==> config.mk <==
export PLATFORM = sky130hd
export DESIGN_NAME = regfile_mp
export DESIGN_NICKNAME = d
export VERILOG_FILES = /design/src/rtl/regfile_pkg.sv /design/src/rtl/regfile_scoreboard.sv /design/src/rtl/regfile_mp.sv
export SDC_FILE = /design/constraint.sdc
export NUM_CORES = 2
export LEC_CHECK = 0
export ABC_AREA = 0
export CORE_MARGIN = 2
export CORE_UTILIZATION = 25
export CTS_BUF_LIST = sky130_fd_sc_hd__clkbuf_4
export DETAILED_ROUTE_END_ITERATION = 10
export PLACE_DENSITY_LB_ADDON = 0.12
export SETUP_SLACK_MARGIN = 0.2
export SLEW_MARGIN = 40
export SYNTH_ARGS = -nofsm -noshare
export SYNTH_HDL_FRONTEND = slang
export SYNTH_HIERARCHICAL = 1
export SYNTH_SLANG_ARGS = --single-unit
==> constraint.sdc <==
create_clock -name clk -period 7.4 [get_ports clk]
set_input_delay 1.48 -clock clk [delete_from_list [all_inputs] [get_ports clk]]
set_output_delay 1.48 -clock clk [all_outputs]
set_load 0.02 [all_outputs]
==> src/rtl/regfile_pkg.sv <==
// Shared definitions for the register file and the load-align stage:
// writeback size encodings and the sub-word extension helper.
package regfile_pkg;

  // Writeback size encodings
  localparam logic [1:0] SZ_NONE = 2'b00;
  localparam logic [1:0] SZ_BYTE = 2'b01;
  localparam logic [1:0] SZ_HALF = 2'b10;
  localparam logic [1:0] SZ_WORD = 2'b11;

  // Width the extension helper works at; callers zero-pad narrower data
  // and keep the low bits of the result. Sign fill covers the whole width,
  // so truncation keeps the correct extension for any DATA_W <= EXT_W.
  localparam int EXT_W = 64;

  // Byte/half sign or zero extension; word passes through unchanged.
  function automatic logic [EXT_W-1:0] ext_data(input logic [1:0]       size,
                                                input logic             is_unsigned,
                                                input logic [EXT_W-1:0] data);
    logic [EXT_W-1:0] res;
    res = data;
    case (size)
      SZ_BYTE: res = {{(EXT_W-8){~is_unsigned & data[7]}}, data[7:0]};
      SZ_HALF: res = {{(EXT_W-16){~is_unsigned & data[15]}}, data[15:0]};
      default: res = data;
    endcase
    return res;
  endfunction

endpackage

==> src/rtl/regfile_scoreboard.sv <==
// Per-register busy bits for load-use hazard detection. A mark sets the
// bit, a qualifying writeback clears it; a mark to the same register in
// the same cycle wins because the newer producer is still outstanding.
module regfile_scoreboard
  import regfile_pkg::*;
#(
  parameter int N_REGS = 32,
  parameter int ADDR_W = 5
) (
  input  logic              clk,
  input  logic              reset,
  input  logic              mark_en_i,
  input  logic [ADDR_W-1:0] mark_addr_i,
  input  logic              clr_en_i,
  input  logic [ADDR_W-1:0] clr_addr_i,
  output logic [N_REGS-1:0] busy_o
);

  logic [N_REGS-1:0] busy_q;
  logic [N_REGS-1:0] busy_d;
  logic              mark_ok;

  // Register 0 is hardwired to zero and can never have a pending producer
  assign mark_ok = mark_en_i && (mark_addr_i != '0);

  genvar gi;
  generate
    for (gi = 0; gi < N_REGS; gi++) begin : g_bit
      logic set_hit;
      logic clr_hit;
      assign set_hit = mark_ok && (mark_addr_i == ADDR_W'(gi));
      assign clr_hit = clr_en_i && (clr_addr_i == ADDR_W'(gi));
      // Set takes priority over clear; marking a busy register keeps it busy
      always_comb begin
        busy_d[gi] = busy_q[gi];
        if (set_hit)      busy_d[gi] = 1'b1;
        else if (clr_hit) busy_d[gi] = 1'b0;
      end
    end
  endgenerate

  // Busy vector state register with synchronous clear
  always_ff @(posedge clk) begin
    if (reset) busy_q <= '0;
    else       busy_q <= busy_d;
  end

  assign busy_o = busy_q;

endmodule

==> src/rtl/regfile_mp.sv <==
// Multi-read-port register file for the pipelined core's decode stage.
// Combinational reads, one sub-word-capable write port, optional
// same-cycle write-to-read bypass and a busy scoreboard per register.
module regfile_mp
  import regfile_pkg::*;
#(
  parameter int DATA_W = 32,
  parameter int N_REGS = 32,
  parameter int ADDR_W = 5,
  parameter int N_RD   = 2,
  parameter int BYPASS = 1
) (
  input  logic                     clk,
  input  logic                     reset,
  input  logic [N_RD*ADDR_W-1:0]   rd_addr,
  output logic [N_RD*DATA_W-1:0]   rd_data,
  output logic [N_RD-1:0]          rd_busy,
  input  logic                     wr_en,
  input  logic [ADDR_W-1:0]        wr_addr,
  input  logic [1:0]               wr_size,
  input  logic                     wr_unsigned,
  input  logic [DATA_W-1:0]        wr_data,
  input  logic                     mark_en,
  input  logic [ADDR_W-1:0]        mark_addr,
  output logic                     busy_any
);

  logic [DATA_W-1:0] regs_q [N_REGS];
  logic [EXT_W-1:0]  ext_full;
  logic [DATA_W-1:0] ext;
  logic              wr_qual;
  logic [N_REGS-1:0] busy_vec;

  // A write only happens for a real size and a non-zero destination
  assign wr_qual  = wr_en && (wr_size != SZ_NONE) && (wr_addr != '0);
  assign ext_full = ext_data(wr_size, wr_unsigned, EXT_W'(wr_data));
  assign ext      = ext_full[DATA_W-1:0];

  generate
    if (DATA_W < EXT_W) begin : g_pad
      // Upper bits of the wide helper result are not needed here
      logic pad_unused;
      assign pad_unused = ^ext_full[EXT_W-1:DATA_W];
    end
  endgenerate

  // Storage array: cleared by reset, which also discards a same-cycle write
  always_ff @(posedge clk) begin
    if (reset) begin
      for (int i = 0; i < N_REGS; i++) regs_q[i] <= '0;
    end else if (wr_qual) begin
      regs_q[wr_addr] <= ext;
    end
  end

  regfile_scoreboard #(
    .N_REGS (N_REGS),
    .ADDR_W (ADDR_W)
  ) u_scoreboard (
    .clk         (clk),
    .reset       (reset),
    .mark_en_i   (mark_en),
    .mark_addr_i (mark_addr),
    .clr_en_i    (wr_qual),
    .clr_addr_i  (wr_addr),
    .busy_o      (busy_vec)
  );

  genvar gi;
  generate
    for (gi = 0; gi < N_RD; gi++) begin : g_rd
      logic [ADDR_W-1:0] raddr;
      logic              hit;
      assign raddr = rd_addr[gi*ADDR_W +: ADDR_W];
      // Bypass only when enabled; the forwarded value is the extended one
      assign hit   = (BYPASS != 0) && wr_qual && (raddr == wr_addr);
      // Read mux: r0 reads zero, a bypassed read is never reported busy
      always_comb begin
        rd_data[gi*DATA_W +: DATA_W] = regs_q[raddr];
        rd_busy[gi]                  = busy_vec[raddr] && !hit;
        if (raddr == '0) begin
          rd_data[gi*DATA_W +: DATA_W] = '0;
          rd_busy[gi]                  = 1'b0;
        end else if (hit) begin
          rd_data[gi*DATA_W +: DATA_W] = ext;
        end
      end
    end
  endgenerate

  assign busy_any = |rd_busy;

endmodule

=== Word level (Yosys, flattened, before mapping) ===
Memory sizes are Yosys's and may differ from the RTL's.
Cells that the tools add are included.
Widths: inputs -> output; s select.

* Bits in latches: 0
* ROM bits: 0
* Output and inout port bits: 67
* Memories kept: 1
* Register bits: 32
* Word-level logic and storage cells: 301
* Bits of input ports: 59
* Bits in writable memories: 1024

* Equality and inequality tests: 66
* Bitwise logic cells: 3
* Shift operators: 0
* Multipliers: 0
* Mux-type cells: 83
* Magnitude comparators: 2
* Add/sub/neg operators: 0
* Reductions and logical operators: 114
* Divide/modulo/power cells: 0

{| class="wikitable"
|+ Memories
! memory !! depth !! bits a word !! read ports !! clocked after Yosys merged registers in !! wr ports !! RTL line !! source
|-
| regs_q || 32 || 32 || 2 || 0 || 32 || regfile_mp.sv:28 || <nowiki>logic [DATA_W-1:0] regs_q [N_REGS];</nowiki>
|}

{| class="wikitable"
|+ Operators by type and width
! cell !! count
|-
| $eq 5x5->1 const B || 32
|-
| $mux 32 || 5
|-
| $eq 5x4->1 const B || 16
|-
| $mux 1 || 74
|-
| $logic_and 1x1->1 || 71
|-
| $reduce_bool 2->1 || 33
|-
| $pmux 32 s2 || 1
|-
| $eq 5x3->1 const B || 8
|-
| $reduce_or 32->1 || 1
|-
| $eq 5x2->1 const B || 4
|-
| $logic_not 5->1 || 4
|-
| $lt 5x6->1 const B || 2
|-
| $bmux 1 s5 || 2
|-
| $eq 5x1->1 const B || 2
|-
| $eq 5x5->1 || 2
|-
| $reduce_bool 5->1 || 2
|-
| $mux 5 || 1
|-
| $and 1x1->1 || 2
|-
| $eq 2x1->1 const B || 1
|-
| $eq 2x2->1 const B || 1
|-
| $logic_not 1->1 || 2
|-
| $reduce_or 2->1 || 1
|-
| $not 1->1 || 1
|}

=== Depth between registers and ports, before layout ===
* Depth in word-level cells: 8
* Depth in mapped cells: 10
* Depth with buffers taken out: 7

=== Cells and area by module ===
Netlist, hierarchy kept.

{| class="wikitable"
|+ By module, submodules not included
! module !! area each (um^2) !! seq. area each (um^2) !! instances !! cells an instance
|-
| regfile_mp || 54302.1 || 30749.5 || 1 || 3888
|-
| regfile_scoreboard || 1363.8 || 640.6 || 1 || 161
|}

=== Worst setup path after synthesis ===
OpenSTA, ideal clock, no wires.

* Kind: input to output
* Start point: input port wr_size[0]
* End point: output port rd_data[11]
* Data arrival time: 3408 ps
* Stages on the path: 9
* Buffers on the path: 2
* Slack: 2512 ps
* Required time: 5920 ps
* Path through: inv_1 -> ha_1 -> nor2b_1 -> o31a_1 -> and3_4 -> buf_6 -> clkbuf_1 -> a211oi_1 -> a211oi_1

* Longest elaborated chain between the ends: 6

{| class="wikitable"
|+ RTL lines
! what !! RTL line !! source
|-
| from (decl) || regfile_mp.sv:20 || <nowiki>input logic [1:0] wr_size,</nowiki>
|-
| $reduce_bool 2->1 || regfile_mp.sv:35 || <nowiki>assign wr_qual = wr_en && (wr_size != SZ_NONE) && (wr_addr != '0);</nowiki>
|-
| $logic_and 1x1->1 (2 in a row) || regfile_mp.sv:35 ||
|-
| named net wr_qual || regfile_mp.sv:31 || <nowiki>logic wr_qual;</nowiki>
|-
| $logic_and 1x1->1 || regfile_mp.sv:76 || <nowiki>assign hit = (BYPASS != 0) && wr_qual && (raddr == wr_addr);</nowiki>
|-
| $mux 32 || regfile_mp.sv:84 || <nowiki>end else if (hit) begin</nowiki>
|-
| $mux 32 || regfile_mp.sv:81 || <nowiki>if (raddr == '0) begin</nowiki>
|-
| to (decl) || regfile_mp.sv:16 || <nowiki>output logic [N_RD*DATA_W-1:0] rd_data,</nowiki>
|}

The timed path passes the listed nets, and every way through them passes these cells.

=== Final worst setup path ===
* Start point: input port wr_size[1]
* End point: output port rd_data[12]

Same word-level chain as after synthesis.

==> impl_metrics.csv <==
group,metric,value,unit
clock_tree,cts-buffers-inserted,328,
logic_synthesis,synth_edf_count,1024,
timing,hold_violations,0,
logic_synthesis,async_flop_share,0,%
worst_setup_path,arrival,5.34,ns
grt,grt_pass1_wl,336500,um
clock_tree,clk_pin_slew_worst_paths,0.06,ns
clock_tree,insertion_delay,1.28,ns
place,place.detailed.hpwl,163700,um
run_status,status,"finished clean",
logic_synthesis,synthCells,4049,
power_and_ir_drop,p_total,0.01495,W
clock_tree,clock-root-buffer,"clkbuf_4",
timing,maxSlewHeadroom,40.12,%
worst_setup_path,crit_required,5.92,ns
drt,finalWirelength,244600,um
clock_tree,h-tree-depth,5,
drt,vias_per_cell,5.248,
die,core-area,221900,um2
drt,drt_iter0_drc,3902,
die,rows,173,
timing,worstMarginPinSlew,0.8888,ns
layout,area_growth,17.34,%
worst_setup_path,start_kind,"input pin",
clock_tree,cts_resized,0,
layout,final_core_util,29.44,%
place,gp_congestion,0.8637,
timing,slew_violations,0,
timing,post-route-period-util,92.17,%
logic_synthesis,yosysWarningCount,6,
power_and_ir_drop,power_leakage,22.65,nW
drt,ant_nets,0,
die,start_util,25.09,%
worst_setup_path,critPathKind,"input pin to output port",
logic_synthesis,avgSynthCellArea,13.75,um2
flow_run,cap_violations,0,
timing,setup_viol,0,
timing,fmax,0.1466,GHz
clock_tree,clock_sinks,1056,
worst_setup_path,path_max_fanout,41,
clock_tree,cts_tree,"built",
logic_synthesis,synth_top_cell_area_share,55.24,%
drt,avgRoutedWirePerCell,32.31,um
worst_setup_path,worst_setup_path_end_kind,"output port",
clock_tree,cts_setup_buffers,0,
grt,grt_start_max_net_pins,46,
die,dieArea,226500,um2
die,num_io_pins,126,
drt,drc_errors,0,
drt,dr.pass1.iters,5,
layout,layout.nets,4447,
timing,fin_crit,6.821,ns
clock_tree,cts.path.max_buffers,4,
timing,fin_skew,0,ns
grt,grt_remaining_overflow,0,
layout,drive_gt1_share,29.93,%
logic_synthesis,ys_seq_elements,1056,
logic_synthesis,ys.flop_type,"edfxtp_1",
die,chipWidth,475.9,um
power_and_ir_drop,power.density,228.9,nW/um2
logic_synthesis,post-synth-top-area-cell,"edfxtp_1",
logic_synthesis,seq_area_frac_synth,56.39,%
logic_synthesis,yosysMostFrequentCell,"edfxtp_1",
hold_path,hp-class,"flop to flop",
clock_tree,ctsHoldBuffers,0,
power_and_ir_drop,peakVddDrop,0.1446,mV
logic_synthesis,synthTopCellsByArea,"edfxtp_1, mux4_2, nor2_1",
die,die_h,475.9,um
grt,grt_usage,21.41,%
logic_synthesis,netlist_area,55670,um2
grt,grt_pass1_vias,39760,
place,io_buffers,125,
timing,tns,0,ns
timing,hold_ws,0.4882,ns
grt,grt_antenna_before_repair,19,
logic_synthesis,synth_common_cells,"edfxtp_1, nor2_1, mux4_2, clkbuf_1, and3_1",
drt,vias,39740,
logic_synthesis,synth_cell_types,74,
layout,fill_cells,22360,
timing,rsz0062_at_grt,"false",
[power breakdown]
part           switching [W]  leakage [nW]  internal [W]
logic                0.00149          10.4      0.000857
clock network        0.00272          2.28       0.00286
registers           0.000159          10.0       0.00687
[worst max-delay path, stage by stage]
cell and delay (ns):
clkdlybuf4s50_1 0.50, inv_1 0.08, ha_1 0.40, nor2b_1 0.24, o31a_1 0.49, and3_4 0.70, a211oi_1 0.10, a211oi_1 0.55
clkdlybuf4s50_1 0.71
[cell families after synthesis]
group | synth area share (%)
xor+xnor | 0.1573
buf+inv | 3.853
flops | 56.39
mux | 21.96
other cells | 0.006737
compound gates | 5.671
fa+ha+maj | 0.06744
simple gates | 11.90
[per-layer routing]
metal  vias up  global-route usage (%)  wire length, um  share of wire, %
met4         4                   7.719             8256               3.4
met1     21170                   29.88           108600                44
met5         -                       0               24            0.0098
met2      1645                   33.14           112300                46
li1      16590                       -                -                 -
met3       330                   3.958            15400               6.3
[through the flow]
stage               worst slack (ns)  cells  area [um2]
finish                        0.5795   7571       65320
floorplan                      2.512   4080       55780
global route                  0.5055   7568       65310
global placement              0.5308   7026       61400
CTS                           0.6106   7563       65290
detailed placement            0.6228   7030       61530
[sequential cells by signal, summed over array words and instances (netlist names)]
name                 count
regs_q                1024
u_scoreboard/busy_o     32
[cell type report]
class | instances | area [um2] | share of cell area (%)
sequential | 1056 | 31390 | 48.06
multi-input combinational | 2578 | 22730 | 34.80
antenna | 8 | 20.02 | 0.03065
inverter | 9 | 33.78 | 0.05172
clock buffer | 467 | 3506 | 5.368
clock inverter | 66 | 254.0 | 0.3889
timing repair buffer | 412 | 3659 | 5.601
tap | 2975 | 3722 | 5.699
[layout by cell type (no fill, tap or decap), types with 12 or more instances in the layout]
cell / netlist / routed
a21oi_1: 73 / 48
nand2b_2: 0 / 25
clkinv_1: 0 / 56
mux2_2: 16 / 16
a221o_1: 13 / 13
buf_4: 24 / 283
edfxtp_1: 1024 / 1024
clkbuf_4: 0 / 467
dfxtp_1: 32 / 32
nor3_1: 13 / 12
nor2_1: 816 / 810
o21ai_0: 39 / 37
clkdlybuf4s50_1: 0 / 94
nand3_1: 36 / 35
nor2b_1: 56 / 55
o21ai_1: 77 / 79
nand2b_1: 47 / 16
mux2i_1: 131 / 131
nand2_1: 117 / 117
o22ai_1: 126 / 126
a221oi_1: 29 / 29
and3_1: 251 / 250
a21oi_4: 0 / 24
a211oi_1: 40 / 39
mux4_2: 474 / 474
conb_1: 1 / 32
buf_12: 0 / 20
nand4_1: 14 / 14
[final timing paths]
kind / from / endpoint / slack [ns] / cells after the start
max: wr_size[1] / rd_data[12] / 0.58 / 9
min: u_scoreboard/busy_o[0] / u_scoreboard/busy_o[0] / 0.49 / 1
max reg2reg: u_scoreboard/busy_o[11] / u_scoreboard/busy_o[11] / 6.63 / 3
min reg2reg: u_scoreboard/busy_o[0] / u_scoreboard/busy_o[0] / 0.49 / 1
No activity file was read; power rests on OpenSTA's default activity.
